`config.mk`:
```
export PLATFORM = sky130hd
export DESIGN_NAME = axi_lite_slave_regs
export DESIGN_NICKNAME = d
export VERILOG_FILES = /design/src/rtl/axi_lite_slave_regs.sv
export SDC_FILE = /design/constraint.sdc
export NUM_CORES = 1
export LEC_CHECK = 0
export ABC_AREA = 1
export BUFFER_PORTS_ARGS = -buffer_cell sky130_fd_sc_hd__buf_4
export CAP_MARGIN = 30
export CORE_ASPECT_RATIO = 0.9
export CORE_MARGIN = 4
export CORE_UTILIZATION = 49
export CTS_CLUSTER_DIAMETER = 80
export DETAILED_ROUTE_END_ITERATION = 7
export PLACE_DENSITY = 0.83
export SLEW_MARGIN = 20
export SYNTH_ARGS = -nofsm -noshare
export SYNTH_HDL_FRONTEND = slang
export SYNTH_SLANG_ARGS = --single-unit
```
`constraint.sdc`:
```
create_clock -name ACLK -period 1.5 [get_ports ACLK]
set_input_delay 0.225 -clock ACLK [delete_from_list [all_inputs] [get_ports ACLK]]
set_output_delay 0.225 -clock ACLK [all_outputs]
set_load 0.01 [all_outputs]
```
`src/rtl/axi_lite_slave_regs.sv`:
```
// axi_lite_slave_regs
// AXI4-Lite responder backed by a bank of NUM_REGS 32-bit read/write registers.
//
// Ports:
//   ACLK, ARESETn          clock (rising edge) and asynchronous active-low reset
//   S_AXI_AW*, S_AXI_W*    write address / write data channels (independent)
//   S_AXI_B*               write response channel
//   S_AXI_AR*, S_AXI_R*    read address / read data channels
//   reg_out                flattened register contents, reg i at [32*i+31:32*i]
//   reg_wr_pulse           one-cycle pulse on bit i after register i is written
//
// Build option: define AXI_LITE_SLV_DECERR_EN to answer out-of-range accesses
// with DECERR; otherwise they complete with OKAY (writes dropped, reads 0).
//
// state    | meaning
// WR_IDLE  | collecting AW and W (either order); commits once both are held
// WR_RESP  | BVALID high, waiting for BREADY
// RD_IDLE  | ARREADY high, waiting for an AR handshake
// RD_DATA  | RVALID high with RDATA/RRESP held, waiting for RREADY
module axi_lite_slave_regs #(
    parameter int NUM_REGS   = 8,
    parameter int ADDR_WIDTH = 32
) (
    input  logic                     ACLK,
    input  logic                     ARESETn,
    input  logic [ADDR_WIDTH-1:0]    S_AXI_AWADDR,
    input  logic                     S_AXI_AWVALID,
    output logic                     S_AXI_AWREADY,
    input  logic [31:0]              S_AXI_WDATA,
    input  logic [3:0]               S_AXI_WSTRB,
    input  logic                     S_AXI_WVALID,
    output logic                     S_AXI_WREADY,
    output logic [1:0]               S_AXI_BRESP,
    output logic                     S_AXI_BVALID,
    input  logic                     S_AXI_BREADY,
    input  logic [ADDR_WIDTH-1:0]    S_AXI_ARADDR,
    input  logic                     S_AXI_ARVALID,
    output logic                     S_AXI_ARREADY,
    output logic [31:0]              S_AXI_RDATA,
    output logic [1:0]               S_AXI_RRESP,
    output logic                     S_AXI_RVALID,
    input  logic                     S_AXI_RREADY,
    output logic [NUM_REGS*32-1:0]   reg_out,
    output logic [NUM_REGS-1:0]      reg_wr_pulse
);

    localparam int IDX_W = $clog2(NUM_REGS);
    localparam logic [1:0] RESP_OKAY = 2'b00;
`ifdef AXI_LITE_SLV_DECERR_EN
    localparam logic [1:0] RESP_OOR = 2'b11;
`else
    localparam logic [1:0] RESP_OOR = 2'b00;
`endif

    typedef enum logic { WR_IDLE, WR_RESP } wr_state_t;
    typedef enum logic { RD_IDLE, RD_DATA } rd_state_t;

    wr_state_t wr_state_q, wr_state_d;
    rd_state_t rd_state_q, rd_state_d;

    logic                  aw_held_q, aw_held_d;
    logic                  w_held_q, w_held_d;
    logic [ADDR_WIDTH-1:2] awaddr_q, awaddr_d;
    logic [31:0]           wdata_q, wdata_d;
    logic [3:0]            wstrb_q, wstrb_d;
    logic                  awready_q, awready_d;
    logic                  wready_q, wready_d;
    logic                  arready_q, arready_d;
    logic [1:0]            bresp_q, bresp_d;
    logic [1:0]            rresp_q, rresp_d;
    logic [31:0]           rdata_q, rdata_d;
    logic [31:0]           regs_q [NUM_REGS];
    logic [31:0]           regs_d [NUM_REGS];
    logic [NUM_REGS-1:0]   wr_pulse_q, wr_pulse_d;

    logic             aw_hs, w_hs, ar_hs;
    logic [IDX_W-1:0] wr_idx, rd_idx;
    logic             wr_in_range, rd_in_range;
    logic             unused_addr_lsbs;

    assign aw_hs = S_AXI_AWVALID && awready_q;
    assign w_hs  = S_AXI_WVALID && wready_q;
    assign ar_hs = S_AXI_ARVALID && arready_q;

    assign wr_idx      = awaddr_q[IDX_W+1:2];
    assign wr_in_range = (awaddr_q[ADDR_WIDTH-1:IDX_W+2] == '0);
    assign rd_idx      = S_AXI_ARADDR[IDX_W+1:2];
    assign rd_in_range = (S_AXI_ARADDR[ADDR_WIDTH-1:IDX_W+2] == '0);

    // Byte lanes within a register are selected by WSTRB, not the address.
    assign unused_addr_lsbs = ^{S_AXI_AWADDR[1:0], S_AXI_ARADDR[1:0]};

    always_comb begin
        wr_state_d = wr_state_q;
        aw_held_d  = aw_held_q;
        w_held_d   = w_held_q;
        awaddr_d   = awaddr_q;
        wdata_d    = wdata_q;
        wstrb_d    = wstrb_q;
        bresp_d    = bresp_q;
        regs_d     = regs_q;
        wr_pulse_d = '0;
        case (wr_state_q)
            WR_IDLE: begin
                if (aw_held_q && w_held_q) begin
                    if (wr_in_range) begin
                        for (int k = 0; k < 4; k++) begin
                            if (wstrb_q[k]) begin
                                regs_d[wr_idx][8*k +: 8] = wdata_q[8*k +: 8];
                            end
                        end
                        wr_pulse_d[wr_idx] = 1'b1;
                        bresp_d = RESP_OKAY;
                    end else begin
                        bresp_d = RESP_OOR;
                    end
                    aw_held_d  = 1'b0;
                    w_held_d   = 1'b0;
                    wr_state_d = WR_RESP;
                end else begin
                    if (aw_hs) begin
                        awaddr_d  = S_AXI_AWADDR[ADDR_WIDTH-1:2];
                        aw_held_d = 1'b1;
                    end
                    if (w_hs) begin
                        wdata_d  = S_AXI_WDATA;
                        wstrb_d  = S_AXI_WSTRB;
                        w_held_d = 1'b1;
                    end
                end
            end
            WR_RESP: begin
                if (S_AXI_BREADY) begin
                    wr_state_d = WR_IDLE;
                    bresp_d    = RESP_OKAY;
                end
            end
        endcase
        // Readies look at next-state values so they are valid as registered outputs.
        awready_d = !aw_held_d && (wr_state_d == WR_IDLE);
        wready_d  = !w_held_d && (wr_state_d == WR_IDLE);
    end

    // Reads sample regs_q, so a same-edge write commit returns the pre-write value.
    always_comb begin
        rd_state_d = rd_state_q;
        rdata_d    = rdata_q;
        rresp_d    = rresp_q;
        case (rd_state_q)
            RD_IDLE: begin
                if (ar_hs) begin
                    rdata_d    = rd_in_range ? regs_q[rd_idx] : 32'h0;
                    rresp_d    = rd_in_range ? RESP_OKAY : RESP_OOR;
                    rd_state_d = RD_DATA;
                end
            end
            RD_DATA: begin
                if (S_AXI_RREADY) begin
                    rdata_d    = 32'h0;
                    rresp_d    = RESP_OKAY;
                    rd_state_d = RD_IDLE;
                end
            end
        endcase
        arready_d = (rd_state_d == RD_IDLE);
    end

    always_ff @(posedge ACLK or negedge ARESETn) begin
        if (!ARESETn) begin
            wr_state_q <= WR_IDLE;
            rd_state_q <= RD_IDLE;
            aw_held_q  <= 1'b0;
            w_held_q   <= 1'b0;
            awaddr_q   <= '0;
            wdata_q    <= '0;
            wstrb_q    <= '0;
            awready_q  <= 1'b0;
            wready_q   <= 1'b0;
            arready_q  <= 1'b0;
            bresp_q    <= '0;
            rresp_q    <= '0;
            rdata_q    <= '0;
            wr_pulse_q <= '0;
            for (int i = 0; i < NUM_REGS; i++) begin
                regs_q[i] <= '0;
            end
        end else begin
            wr_state_q <= wr_state_d;
            rd_state_q <= rd_state_d;
            aw_held_q  <= aw_held_d;
            w_held_q   <= w_held_d;
            awaddr_q   <= awaddr_d;
            wdata_q    <= wdata_d;
            wstrb_q    <= wstrb_d;
            awready_q  <= awready_d;
            wready_q   <= wready_d;
            arready_q  <= arready_d;
            bresp_q    <= bresp_d;
            rresp_q    <= rresp_d;
            rdata_q    <= rdata_d;
            wr_pulse_q <= wr_pulse_d;
            regs_q     <= regs_d;
        end
    end

    assign S_AXI_AWREADY = awready_q;
    assign S_AXI_WREADY  = wready_q;
    assign S_AXI_BVALID  = (wr_state_q == WR_RESP);
    assign S_AXI_BRESP   = bresp_q;
    assign S_AXI_ARREADY = arready_q;
    assign S_AXI_RVALID  = (rd_state_q == RD_DATA);
    assign S_AXI_RDATA   = rdata_q;
    assign S_AXI_RRESP   = rresp_q;
    assign reg_wr_pulse  = wr_pulse_q;

    for (genvar g = 0; g < NUM_REGS; g++) begin : g_reg_out
        assign reg_out[32*g +: 32] = regs_q[g];
    end

endmodule

```
Yosys cells after proc, flatten, opt, wreduce, memory -nomap -nowiden. Cells that the tools add are included.

Output and inout port bits: 305. Bits in registers: 373. Input bits: 107. Logic and storage cells: 110.

Bitwise logic cells: 7. Reduce and logical (&&, ||, !) cells: 17. Equal/unequal tests: 4. Muxes and demuxes: 55. Order comparisons: 5.

Operators by type and width (number): $mux 256 (13); $bwmux 256 (4); $demux 32 s3 (4); $mux 32 (6); $bmux 32 s3 (1); $pmux 32 s2 (1); $logic_not 27->1 (2); $mux 8 (4); $mux 24 (1); $mux 16 (1); $mux 1 (11); $reduce_and 3->1 (3); $ge 4x4->1 const B (2); $logic_and 1x1->1 (8); $mux 2 (4); $ne 2x2->1 const B (4); $not 3->4 (2); $pmux 2 s2 (2); $not 1->1 (5); $lt 3x4->1 const B (1); $lt 4x1->1 const B (1); $pmux 1 s2 (2); $reduce_and 2->1 (2); $demux 1 s3 (1); other kinds (2) (3).

Logic depth before layout (Yosys ltp).
Word-level depth: 22. Depth in mapped cells: 10. Mapped depth without buffers: 8.

Worst setup path after synthesis. No wires, ideal clock.

Path type: register -> register. Start: reg wr_state_q, in the netlist S_AXI_BVALID. End: reg regs_q (netlist bit reg_out[95]). Period minus slack after synthesis: 1.604 ns. Data arrival time: 1.487 ns. Stages on the path, launching flop included: 10. Path slack: -0.104 ns. Library setup time: 0.117 ns. Buffers on the path: 1. Data required time: 1.383 ns. Path through: dfrtp_1 > inv_2 > nand3_1 > nor2_1 > nand2_1 > nor2_4 > buf_6 > nand3_4 > nand2_1 > nand2_1.

Longest elaborated chain between the ends: 2.

Ends and longest elaborated chain: from (decl) (RTL line 58) `wr_state_t wr_state_q, wr_state_d;`; from (signal assigned) (RTL line 188) `wr_state_q <= wr_state_d;`; $not 1->1 (no line); $reduce_and 3->1 (no line); to (signal assigned) (RTL line 202) `regs_q <= regs_d;`; to (decl) (RTL line 72) `logic [31:0] regs_q [NUM_REGS];`.

No other way between the ends. A chain may end at the register's enable or synchronous reset.

Final worst setup path.
Start: reg awaddr_q[11] (netlist bit). End: reg regs_q (netlist bit reg_out[239]).

Longest elaborated chain between the ends: 2.

Ends and longest elaborated chain: from (decl) (RTL line 63) `logic [ADDR_WIDTH-1:2] awaddr_q, awaddr_d;`; from (signal assigned) (RTL line 192) `awaddr_q <= awaddr_d;`; $logic_not 27->1 (RTL line 86) `assign wr_in_range = (awaddr_q[ADDR_WIDTH-1:IDX_W+2] == '0);`; $reduce_and 3->1 (no line).

No other way between the ends.

==> summary.md <==
| Metric | Value |
|---|---|
| Multi-input logic area | `8264 um^2` |
| Sink Count | `369` |
| Via-to-Cell Ratio | `5.992` |
| Internal Power | `20270 uW` |
| Gate count of the mapped netlist | `2136` |
| Seq pwr share | `42.1%` |
| Kind of critical path | `flip-flop to flip-flop` |
| Final hold vios | `0` |
| RSZ-0062 raised after global routing | `yes` |
| Filler instances | `2525` |
| Die height | `190.4 um` |
| Switching share of total power | `35.43%` |
| Skew final | `20.93 ps` |
| Yosys Warn Count | `0` |
| Tcrit/Tclk final | `124.3%` |
| Crit path launch type | `flip-flop` |
| Register area | `9239 um^2` |
| Via count | `18930` |
| Power share of the combinational group | `26.1%` |
| Register bit total from synthesis | `369` |
| All-Layer GR Usage | `31.28%` |
| Worst Hold Class | `input port to flip-flop` |
| Cells after DPL | `2964` |
| Mapped Area | `18120 um^2` |
| Skew-Pair Late Insertion Delay | `540 ps` |
| Syn Area/Cell | `8.484 um^2` |
| Yosys cell types | `27` |
| Effective utilization at floorplan | `49.87%` |
| Die area | `40130 um^2` |
| Layout Utilization | `70.55%` |
| Initial antenna violation count | `0` |
| Cell Pwr Density | `1224 nW/um^2` |
| H-tree Lvls | `2` |
| DRT Pass-1 Iters | `7` |
| DP HPWL | `44350 um` |
| CTS root buffer | `clkbuf_16` |
| Vias in the first global route | `18160` |
| CTS tree | `yes` |
| Final setup fails | `302` |
| Port buffer count | `403` |
| Crit-path max FO | `8` |
| Top-level I/O count | `412` |
| Register area share after synthesis | `50.96%` |
| Setup crit end kind | `flip-flop` |
| PnR worst setup slack | `-364.9 ps` |
| Fin crit period | `1865 ps` |
| Slew Viols, Final | `0` |
| Num CTS Buffers | `39` |
| First-pass GRT wire length | `100500 um` |
| Drt drc | `0` |
| Failing checks | `setup timing` |
| Leak | `0.01319 uW` |
| Chip Width | `210.7 um` |
| Largest net degree at the start of global routing | `65` |
| Max cap viols | `0` |
| Non-Filler Instances | `3159` |
| Maximum vdd drop | `1.090 mV` |
| Sum of negative setup slack | `-81140 ps` |
| Total routed wirelength | `70060 um` |
| CP arrival | `2270 ps` |
| Placed instance area | `22370 um^2` |
| ANT nets after route | `0` |
| Worst-path clk slew | `60 ps` |
| Core Box Area | `36330 um^2` |
| GRT overflow | `0` |
| WL/cell | `22.18 um` |
| N_diodes | `0` |
| Routability cong. | `0.9356` |
| Required time worst endpoint | `1900 ps` |
| Rows | `66` |
| Run status | `finished, violations left` |
| Post-Place Setup Slack | `-230.8 ps` |
| DRT iter0 DRCs | `2342` |
| Fraction of layout cells with a size suffix above 1 | `34.51%` |
| Area Overhead vs Synth | `41.47%` |
| # nets final | `2763` |
| CTS Buffer Depth | `3` |
| Clock power frac | `31.8%` |
| P_sw | `11120 uW` |
| Final instance area | `25640 um^2` |
| Maximum clock rate | `536.2 MHz` |
worst paths after layout:
path	slack, ps	cells after the start	end	startpoint
min in group asynchronous	190	2	reg_out[248]	ARESETn
hold / removal	30	3	S_AXI_RVALID	S_AXI_ARVALID
hold reg to reg	480	2	S_AXI_RDATA[18]	S_AXI_RDATA[18]
max in group asynchronous	600	3	reg_out[128]	ARESETn
setup / recovery	-360	12	reg_out[239]	awaddr_q[11]
setup reg to reg	-360	12	reg_out[239]	awaddr_q[11]
final cells by class:
type,instances,area share (%)
Clock buffer,60,4.632
Clock inverter,8,0.4588
Inverter,21,0.3514
Multi-Input combinational cell,1563,32.24
Sequential cell,369,36.04
Tap cell,476,2.323
Timing Repair Buffer,662,23.96
layout by cell type, fill, tap and decap left out, drive strengths merged:
cell and instances:
mux2 62, dlygate4sd3 69, buf 582, nand2 656, conb 4, clkinvlp 1
a21oi 5, nand4 258, clkinv 5, or2 32, dfrtp 369, nor2 307
and2 32, nor3 10, o21ai 98, nand3 99, clkbuf 71, bufinv 3
inv 20
cells in the mapped netlist:
library cell,count,share of area [%]
a21oi_1,5,0.14
and2_0,21,0.73
and2_1,11,0.38
buf_1,8,0.17
buf_2,69,1.9
buf_4,26,1.1
buf_6,24,1.5
clkbuf_1,52,1.1
clkbuf_2,7,0.19
conb_1,1,0.021
dfrtp_1,369,51
inv_1,11,0.23
inv_2,8,0.17
inv_6,2,0.097
mux2_2,62,3.9
nand2_1,656,14
nand3_1,79,2.2
nand3_4,20,1.9
nand4_1,258,8.9
nor2_1,306,6.3
nor2_4,1,0.062
nor3_1,2,0.055
nor3_2,2,0.11
nor3_4,6,0.54
o21ai_0,98,2.7
or2_1,20,0.69
or2_2,12,0.41
metrics by stage:
step	total power (uW)	hold WS, ps
final	31390	28.41
after global routing	32300	35.68
after CTS	30330	12.18
after detailed placement	20340	151.4
after global placement	20030	153.1
after floorplan	17250	-70.59
state kept, by name, summed over array words and instances, names as in the netlist:
signal	flops
S_AXI_ARREADY	1
S_AXI_AWREADY	1
S_AXI_BVALID	1
S_AXI_RDATA	32
S_AXI_RVALID	1
S_AXI_WREADY	1
aw_held_q	1
awaddr_q	30
reg_out	256
reg_wr_pulse	8
w_held_q	1
wdata_q	32
wstrb_q	4
timing repair:
item,CTS,global route
buffers inserted,3,37
endpoints found under the setup margin,266,311
pin swaps,5,35
cloned,0,18
hold endpoints to repair,345,0
hold buffers,69,0
resized for setup,12,172
power by group through the flow:
| stage | clock [uW] | combinational, uW | sequential (uW) |
|---|---|---|---|
| final | 9980 | 8200 | 13200 |
| after global placement | 0 | 6990 | 13000 |
| after global routing | 10500 | 8630 | 13200 |
| after floorplan | 0 | 5820 | 11400 |
| after detailed placement | 0 | 7220 | 13100 |
| after CTS | 9960 | 7420 | 13000 |
critical path: stages, from the launching register on:
cell and delay, ps:
dfrtp_1 380, nor2_1 140, nand2_1 70, nor2_1 120, nand2_1 100, nor2_4 130, buf_12 130, buf_12 100
clkbuf_16 140, nand3_2 80, buf_6 170, nand2_2 70, nand2_1 80
cells by family after synthesis:
kind of cell           Yosys count  synth area share, %
DFF                            369                50.96
muxes                           62                3.853
buffers and inverters          207                6.401
AOI/OAI and AO/OA              103                2.845
and+or+nand+nor               1394                35.92
other                            1              0.02069
per-layer routing:
metal / GRT usage, % / vias up / wire length [um]
li1: - / 8161 / -
met5: 0 / - / 0
met2: 50.90 / 1493 / 32860
met4: 12.74 / 0 / 3449
met3: 7.600 / 295 / 9133
met1: 40.50 / 8981 / 24610
Power figures use the tool's default switching activity.
